<file path="src/rtl/shape_cmd_pkg.sv">
// Shared definitions for the shape control SFR command sequencer:
// field positions, keep codes, sequencer states and the accept rule.
package shape_cmd_pkg;

    localparam int SHAPE_LSB = 16;
    localparam int SHAPE_W   = 3;
    localparam int OP_LSB    = 0;
    localparam int OP_W      = 7;

    localparam logic [SHAPE_W-1:0] KEEP_SHAPE = 3'b111;
    localparam logic [OP_W-1:0]    KEEP_OP    = 7'h7F;

    typedef enum logic [1:0] {
        IDLE,
        WRITE,
        READ,
        RESP
    } seq_state_e;

    // A field passes if it carries the keep code or the read-back holds the
    // requested value; the command is accepted only if both fields pass.
    function automatic logic field_match(input logic [31:0] cmd, input logic [31:0] rd);
        logic [SHAPE_W-1:0] cmd_shape;
        logic [SHAPE_W-1:0] rd_shape;
        logic [OP_W-1:0]    cmd_op;
        logic [OP_W-1:0]    rd_op;
        logic               shape_ok;
        logic               op_ok;
        cmd_shape = cmd[SHAPE_LSB +: SHAPE_W];
        rd_shape  = rd[SHAPE_LSB +: SHAPE_W];
        cmd_op    = cmd[OP_LSB +: OP_W];
        rd_op     = rd[OP_LSB +: OP_W];
        shape_ok  = (cmd_shape == KEEP_SHAPE) || (cmd_shape == rd_shape);
        op_ok     = (cmd_op == KEEP_OP) || (cmd_op == rd_op);
        return shape_ok && op_ok;
    endfunction

endpackage

</file>
<file path="src/rtl/shape_cmd_fifo.sv">
// Synchronous command FIFO with extended pointers (one extra wrap bit) so
// full and empty are distinguishable without a separate counter.
// Read data is combinational from the head entry.
module shape_cmd_fifo #(
    parameter int WIDTH = 32,
    parameter int DEPTH = 4
) (
    input  logic             clk,
    input  logic             rst_n,
    input  logic             push,
    input  logic             pop,
    input  logic [WIDTH-1:0] wdata,
    output logic [WIDTH-1:0] rdata,
    output logic             full,
    output logic             empty
);

    localparam int AW = $clog2(DEPTH);

    logic [WIDTH-1:0] mem [DEPTH];
    logic [AW:0]      wr_ptr;
    logic [AW:0]      rd_ptr;

    assign empty = (wr_ptr == rd_ptr);
    assign full  = (wr_ptr[AW] != rd_ptr[AW]) && (wr_ptr[AW-1:0] == rd_ptr[AW-1:0]);
    assign rdata = mem[rd_ptr[AW-1:0]];

    // Pointer update; pushes are refused while full and pops while empty.
    always_ff @(posedge clk or negedge rst_n) begin
        if (!rst_n) begin
            wr_ptr <= '0;
            rd_ptr <= '0;
        end else begin
            if (push && !full) begin
                wr_ptr <= wr_ptr + 1'b1;
            end
            if (pop && !empty) begin
                rd_ptr <= rd_ptr + 1'b1;
            end
        end
    end

    // Storage array; contents need no reset because the pointers gate visibility.
    always_ff @(posedge clk) begin
        if (push && !full) begin
            mem[wr_ptr[AW-1:0]] <= wdata;
        end
    end

endmodule

</file>
<file path="src/rtl/shape_cmd_sequencer.sv">
// Command stage for the shape control SFR: buffers 32-bit write commands,
// replays each as a write strobe followed by a read-back, and reports whether
// the SFR took the requested shape/operation fields.
// Optional statistics counters are built when SHAPE_CMD_STATS_EN is defined.
module shape_cmd_sequencer
    import shape_cmd_pkg::*;
#(
    parameter int FIFO_DEPTH = 4
) (
    input  logic        clk,
    input  logic        rst_n,
    input  logic        cmd_valid,
    output logic        cmd_ready,
    input  logic [31:0] cmd_data,
    output logic        rsp_valid,
    input  logic        rsp_ready,
    output logic        rsp_accepted,
    output logic [31:0] rsp_data,
    output logic        sfr_write,
    output logic [31:0] sfr_write_data,
    output logic        sfr_read,
    input  logic [31:0] sfr_read_data,
    output logic        busy
`ifdef SHAPE_CMD_STATS_EN
    ,
    input  logic        stat_clr,
    output logic [15:0] stat_acc_cnt,
    output logic [15:0] stat_rej_cnt
`endif
);

    seq_state_e  state;
    seq_state_e  next_state;
    logic [31:0] cmd_q;
    logic [31:0] rd_q;
    logic [31:0] fifo_rdata;
    logic        fifo_full;
    logic        fifo_empty;
    logic        fifo_push;
    logic        fifo_pop;

    assign cmd_ready = !fifo_full;
    assign fifo_push = cmd_valid && !fifo_full;
    assign fifo_pop  = (state == IDLE) && !fifo_empty;
    assign busy      = (state != IDLE) || !fifo_empty;

    shape_cmd_fifo #(
        .WIDTH (32),
        .DEPTH (FIFO_DEPTH)
    ) u_fifo (
        .clk   (clk),
        .rst_n (rst_n),
        .push  (fifo_push),
        .pop   (fifo_pop),
        .wdata (cmd_data),
        .rdata (fifo_rdata),
        .full  (fifo_full),
        .empty (fifo_empty)
    );

    // Sequencer state register; reset drops any in-flight command.
    always_ff @(posedge clk or negedge rst_n) begin
        if (!rst_n) begin
            state <= IDLE;
        end else begin
            state <= next_state;
        end
    end

    // Capture the popped command and the SFR read-back for the response.
    always_ff @(posedge clk or negedge rst_n) begin
        if (!rst_n) begin
            cmd_q <= '0;
            rd_q  <= '0;
        end else begin
            if (fifo_pop) begin
                cmd_q <= fifo_rdata;
            end
            if (state == READ) begin
                rd_q <= sfr_read_data;
            end
        end
    end

    // Next-state: one write, one read, then hold the response until taken.
    always_comb begin
        next_state = state;
        case (state)
            IDLE:    if (!fifo_empty) next_state = WRITE;
            WRITE:   next_state = READ;
            READ:    next_state = RESP;
            RESP:    if (rsp_ready) next_state = IDLE;
            default: next_state = IDLE;
        endcase
    end

    // Outputs decoded purely from state so strobes vanish as soon as reset hits.
    always_comb begin
        sfr_write      = 1'b0;
        sfr_write_data = '0;
        sfr_read       = 1'b0;
        rsp_valid      = 1'b0;
        rsp_accepted   = 1'b0;
        rsp_data       = '0;
        case (state)
            WRITE: begin
                sfr_write      = 1'b1;
                sfr_write_data = cmd_q;
            end
            READ: begin
                sfr_read = 1'b1;
            end
            RESP: begin
                rsp_valid    = 1'b1;
                rsp_accepted = field_match(cmd_q, rd_q);
                rsp_data     = rd_q;
            end
            default: begin
            end
        endcase
    end

`ifdef SHAPE_CMD_STATS_EN
    logic rsp_hs;
    assign rsp_hs = rsp_valid && rsp_ready;

    // Saturating accept/reject counters; a clear overrides a same-cycle count.
    always_ff @(posedge clk or negedge rst_n) begin
        if (!rst_n) begin
            stat_acc_cnt <= '0;
            stat_rej_cnt <= '0;
        end else if (stat_clr) begin
            stat_acc_cnt <= '0;
            stat_rej_cnt <= '0;
        end else if (rsp_hs) begin
            if (rsp_accepted) begin
                if (stat_acc_cnt != 16'hFFFF) begin
                    stat_acc_cnt <= stat_acc_cnt + 16'd1;
                end
            end else begin
                if (stat_rej_cnt != 16'hFFFF) begin
                    stat_rej_cnt <= stat_rej_cnt + 16'd1;
                end
            end
        end
    end
`endif

endmodule

</file>
<file path="config.mk">
export PLATFORM = sky130hd
export DESIGN_NAME = shape_cmd_sequencer
export DESIGN_NICKNAME = d
export VERILOG_FILES = /design/src/rtl/shape_cmd_pkg.sv /design/src/rtl/shape_cmd_fifo.sv /design/src/rtl/shape_cmd_sequencer.sv
export SDC_FILE = /design/constraint.sdc
export NUM_CORES = 1
export LEC_CHECK = 0
export ABC_CLOCK_PERIOD_IN_PS = 3700
export BUFFER_PORTS_ARGS = -buffer_cell sky130_fd_sc_hd__buf_2
export CAP_MARGIN = 10
export CORE_MARGIN = 5
export CORE_UTILIZATION = 50
export CTS_CLUSTER_DIAMETER = 100
export CTS_CLUSTER_SIZE = 20
export DETAILED_ROUTE_END_ITERATION = 12
export PLACE_DENSITY_LB_ADDON = 0.1
export SYNTH_ARGS = -nofsm -noshare
export SYNTH_HDL_FRONTEND = slang
export SYNTH_SLANG_ARGS = --single-unit
export TNS_END_PERCENT = 50
</file>
<file path="constraint.sdc">
create_clock -name clk -period 3.7 [get_ports clk]
set_input_delay 0.37 -clock clk [delete_from_list [all_inputs] [get_ports clk]]
set_output_delay 0.37 -clock clk [all_outputs]
set_load 0.05 [all_outputs]
</file>
* After elaboration in Yosys (flattened, before gate mapping)
Memories as Yosys holds them, arrays and structs flattened. A register that Yosys moved wholly into a read port is not among the register bits.
Cells that the tools add are included.
** Storage, ports and cells
- Bits in writable memories :: 128
- Flip-flop bits (word level) :: 40
- Output and inout port bits :: 70
- Word-level logic and storage cells :: 45
- Input bits :: 68
- Memories kept :: 1
** Cells by class
- Equality and inequality tests :: 12
- Reductions and logical operators :: 15
- Add/subtract/negate cells :: 2
- Multiplexer cells :: 11
** Memories
- u_fifo.mem :: depth 4, bits a word 32, rd ports 1, clocked after Yosys merged registers in 1, wr ports 1, RTL line shape_cmd_fifo.sv:20 : logic [WIDTH-1:0] mem [DEPTH];
** Operator list (number)
- $mux W32 :: 2
- $pmux W2 S4 :: 1
- $eq A7 B7 Y1 :: 1
- $eq A7 B7 Y1 const B :: 1
- $add A3 B1 Y3 const B :: 2
- $eq A3 B3 Y1 :: 2
- $logic_and A1 B1 Y1 :: 6
- $mux W1 :: 6
- $eq A2 B2 Y1 const B :: 2
- $mux W2 :: 2
- $ne A2 B2 Y1 const B :: 2
- $eq A3 B3 Y1 const B :: 1
- $logic_not A1 Y1 :: 3
- $logic_or A1 B1 Y1 :: 3
- $eq A2 B1 Y1 const B :: 1
- $eq A2 B2 Y1 :: 1
- $logic_not A2 Y1 :: 1
- $reduce_and A2 Y1 :: 1
- $reduce_bool A2 Y1 :: 1
- $ne A1 B1 Y1 :: 1

* Depth between registers and ports, before layout
- Word-level depth :: 7
- Depth in mapped cells :: 6

* Modules after synthesis
A second synthesis with hierarchy kept.
** Second synthesis, totals
- Cell total of the unflattened synthesis :: 469
- Area, all modules :: 8272.9 µm²
** By module, submodules not included
- shape_cmd_fifo :: area an instance 5136.2 µm², seq. area each 3993.8 µm², instances 1, cells an instance 216
- shape_cmd_sequencer :: area an instance 3136.8 µm², seq. area each 1651.6 µm², instances 1, cells an instance 253

* Worst setup path after synthesis
Ideal clock, no wire load.
- Path type :: flip-flop to flip-flop
- From :: register u_fifo.rd_ptr[0]
- To :: memory u_fifo.mem[3][0] (enable)
- Arrival time :: 2158 ps
- Path slack :: 1148 ps
- Required time :: 3306 ps
- Library setup time :: 394 ps
- Stages on the path, launching flop included :: 6
- Clock period less this slack :: 2552 ps
- Path through :: dfrtp_1 > buf_4 > xor2_1 > or3_1 > buf_2 > and3_1
** Between the ends
- Longest elaborated chain between the ends :: 7
** Ends and longest elaborated chain
- start, declared :: RTL line shape_cmd_fifo.sv:22 : logic [AW:0] rd_ptr;
- start signal, assigned :: RTL line shape_cmd_fifo.sv:38 : rd_ptr <= rd_ptr + 1'b1;
- $eq A2 B2 Y1 (*) :: RTL line shape_cmd_fifo.sv:25 : assign full = (wr_ptr[AW] != rd_ptr[AW]) && (wr_ptr[AW-1:0] == rd_ptr[AW-1:0]);
- $logic_and A1 B1 Y1 (*) :: RTL line shape_cmd_fifo.sv:25
- $logic_not A1 Y1 (*)
- net cmd_ready :: RTL line shape_cmd_sequencer.sv:13 : output logic cmd_ready,
- $logic_and A1 B1 Y1 :: RTL line shape_cmd_sequencer.sv:43 : assign fifo_push = cmd_valid && !fifo_full;
- $logic_and A1 B1 Y1 (*) :: RTL line shape_cmd_fifo.sv:45 : if (push && !full) begin
- $mux W1 (*) :: RTL line shape_cmd_fifo.sv:45
- $mux W1 (not written as such) (*) :: RTL line shape_cmd_fifo.sv:46 : mem[wr_ptr[AW-1:0]] <= wdata;
- end, declared :: RTL line shape_cmd_fifo.sv:20
Mark *: on every way through the listed nets, which the timed path passes. The rest lies on a longest branch.

* Final worst setup path
- From :: register state[0]
- To :: output rsp_accepted
** Between the ends
- Longest elaborated chain between the ends :: 2
** Ends and longest elaborated chain
- start, declared :: RTL line shape_cmd_sequencer.sv:32 : seq_state_e state;
- start signal, assigned :: RTL line shape_cmd_sequencer.sv:66 : state <= next_state;
- $eq A2 B2 Y1 :: RTL line shape_cmd_sequencer.sv:105 : case (state)
- $mux W1 :: RTL line shape_cmd_sequencer.sv:105
- end, declared :: RTL line shape_cmd_sequencer.sv:17 : output logic rsp_accepted,
Every way passes these cells.

==> run summary <==
Status: finished clean
Worst EP arrival: 2140 ps
Max cap viols: 0
Sink Count: 200
Starting Density: 51.2%
Row cnt: 46
Worst Tran Pin Value: 910 ps
CP Cell Sequence: ha_1 > nand4_1 > nor2_1 > o22a_1 > buf_2
Port-buffer cells: 137
Syn. warnings: 0
CP Launch Type: flip-flop
R2R Setup Slk: 1470 ps
Clk slew on worst S/H paths: 70 ps
Final TNS setup: 0 ps
Final wirelength: 15.1 mm
Worst path max stage delay: 550 ps
Worst skew pair latency: 420 ps
PwrDens: 952 nW/um2
Synthesized Nets: 526
Yosys reg bits: 200
XOR/XNOR Fraction of Synth Area: 1.81%
Vias: 4195
Buffer levels on the longest clock path: 2
Overall Power: 9.20 mW
Area grow syn2layout: 18.4%
Floorplan core area: 15900 um2
TritonCTS buffer count: 17
GRT Resource Usage Total: 16.7%
Layout cell share with drive strength beyond 1: 46.3%
Io pins: 138
Synth Area in Compound Gates: 0.997%
Nets@finish: 666
Critical path type: flip-flop to output pin
Synth unique cells: 33
Hold-fix buffer count after cts: 0
Vias in the first global route: 4374
Rel. slew slack: 39.4%
Post-Synth Adder-Cell Area: 1.38%
Hold WC Path Type: primary input to asynchronous set/reset pin
Global placer's final weighted congestion: 0.731
Die area: 19000 um2
Period utilisation layout: 67.8%
Initial antenna violation count: 1
Final setup vio count: 0
CTS Root Cell: clkbuf_16
Routed length per placed instance: 18.4 um
Fillers: 1222
First-pass GRT wire length: 23.6 mm
Die Ht: 138 um
Post-cts gate resize count: 0
Die W: 138 um
Fin cells: 819
Slew Viols, Final: 0
Max Fanout on Critical Path: 20
Hold Violations, Final: 0
Mux share of post-synthesis cell area: 18.4%
CP Capture Type: output pin
Vias per inst: 5.12
Critical path data required time: 3330 ps
Mapped cell area: 8160 um2
Final worst clock skew: 8.15 ps
RSZ-0062 raised after global routing: false
Drt pass-1 iters: 4
Dpl hpwl: 9.96 mm
Placed instance count: 786
CTS tree: yes
Synthesized instance count: 449
R2r startpoint: u_fifo.wr_ptr[0]
Leak pwr: 3.88 nW
Most frequent cells in the layout: buf_2, edfxtp_1, dfrtp_1
Antenna viol nets, final: 0
Postcts setup bufs: 0
Largest net degree at the start of global routing: 57
Global route overflow: 0
Most common cell after layout, fill and taps aside: buf_2
Sequential fraction of the synthesis area: 69.2%
Reg2reg path depth: 3
Largest family of logic cells by synthesized area: multiplexers
Simple-gate share of the synthesized area: 6.41%
1st-iter DRT viols: 201
Fin crit period: 2510 ps
Number of buffers and inverters on the critical path: 1
H-tree depth: 4
Residual DRC: 0
Maximum VDD drop: 0.000432 V
Worst path slowest cell: ha_1
FMAX: 399 MHz
Synth Area per Inst: 18.2 um2
FF-to-FF End: u_fifo.mem[3][8]
CP top delay family: adder cells
cell type report:
class	instances	area [um2]	area share, %
clock buffer	21	470	4.87
tap	216	270	2.80
clock inverter	11	120	1.24
inverter	6	22.5	0.233
sequential	200	5650	58.5
timing repair buffer	144	753	7.80
antenna	1	2.50	0.0259
multi-input combinational	220	2370	24.5
power by group:
part	switching, mW	leakage, nW	internal (mW)
Sequential	0.358	2.02	3.18
Clock	0.760	0.289	1.05
Combinational	2.30	1.58	1.55
Total	3.42	3.88	5.77
per-layer routing:
layer  GRT usage [%]  part of all wire, %  vias to the layer above
met2            28.3                   50                      122
met3            4.05                  6.8                       15
li1                -                    -                     1960
met1            21.2                   42                     2098
met4            5.87                  1.6                        0
met5               0                    0                        -
through the flow:
| stage | utilization [%] | hold WS (ps) | setup slack [ps] | area, um2 |
|---|---|---|---|---|
| final | 60.6 | 6.67 | 1190 | 9660 |
| after CTS | 60.6 | 20.1 | 1110 | 9660 |
| after global placement | 56.9 | 476 | 1500 | 9060 |
| after global routing | 60.6 | 57.4 | 964 | 9660 |
| after floorplan | - | 74.4 | 1150 | 8160 |
| after detailed placement | 56.9 | 484 | 1430 | 9060 |
flip-flops by register name, summed over array words and instances (netlist names):
register       flops
cmd_q             32
u_fifo.mem       128
u_fifo.wr_ptr      3
u_fifo.rd_ptr      3
rd_q              32
state              2
Yosys cell counts:
cell	number	area, um2
o31ai_4	1	21.3
nor2_1	3	11.3
xnor2_1	10	87.6
mux2_4	10	150
buf_6	4	45.0
edfxtp_1	128	3840
buf_2	4	20.0
buf_1	2	7.51
xor2_1	5	43.8
or4_1	1	7.51
ha_1	9	113
and3_1	4	25.0
o32ai_1	1	8.76
nor3_1	3	15.0
a21oi_1	3	15.0
nand2_1	5	18.8
nor2b_1	1	6.26
or3_1	1	6.26
nand4_1	4	25.0
nand3b_1	1	7.51
dfrtp_1	72	1800
a31oi_1	1	6.26
clkbuf_1	12	45.0
o21ai_0	1	5.00
xor2_2	1	16.3
and2_1	64	400
mux4_2	32	721
o22a_1	1	8.76
o32a_1	1	10.0
buf_4	1	7.51
o22ai_1	1	6.26
mux2_2	56	631
inv_1	6	22.5
worst max path at each step:
stage	startpoint	endpoint	slack (ps)	cells after the start
after floorplan	u_fifo.rd_ptr[0]	u_fifo.mem[3][0]	1150	5
after global placement	u_fifo.wr_ptr[0]	u_fifo.mem[3][9]	1500	3
after detailed placement	u_fifo.wr_ptr[0]	u_fifo.mem[3][28]	1430	3
after CTS	state[0]	rsp_accepted	1110	5
after global routing	state[1]	rsp_accepted	960	5
final	state[0]	rsp_accepted	1190	5
logic make-up after synthesis:
group,Yosys count
buf+inv,29
simple gates,87
flops,200
mux,98
compound gates,10
fa+ha+maj,9
xor+xnor,16
No activity file was read; power rests on OpenSTA's default activity.
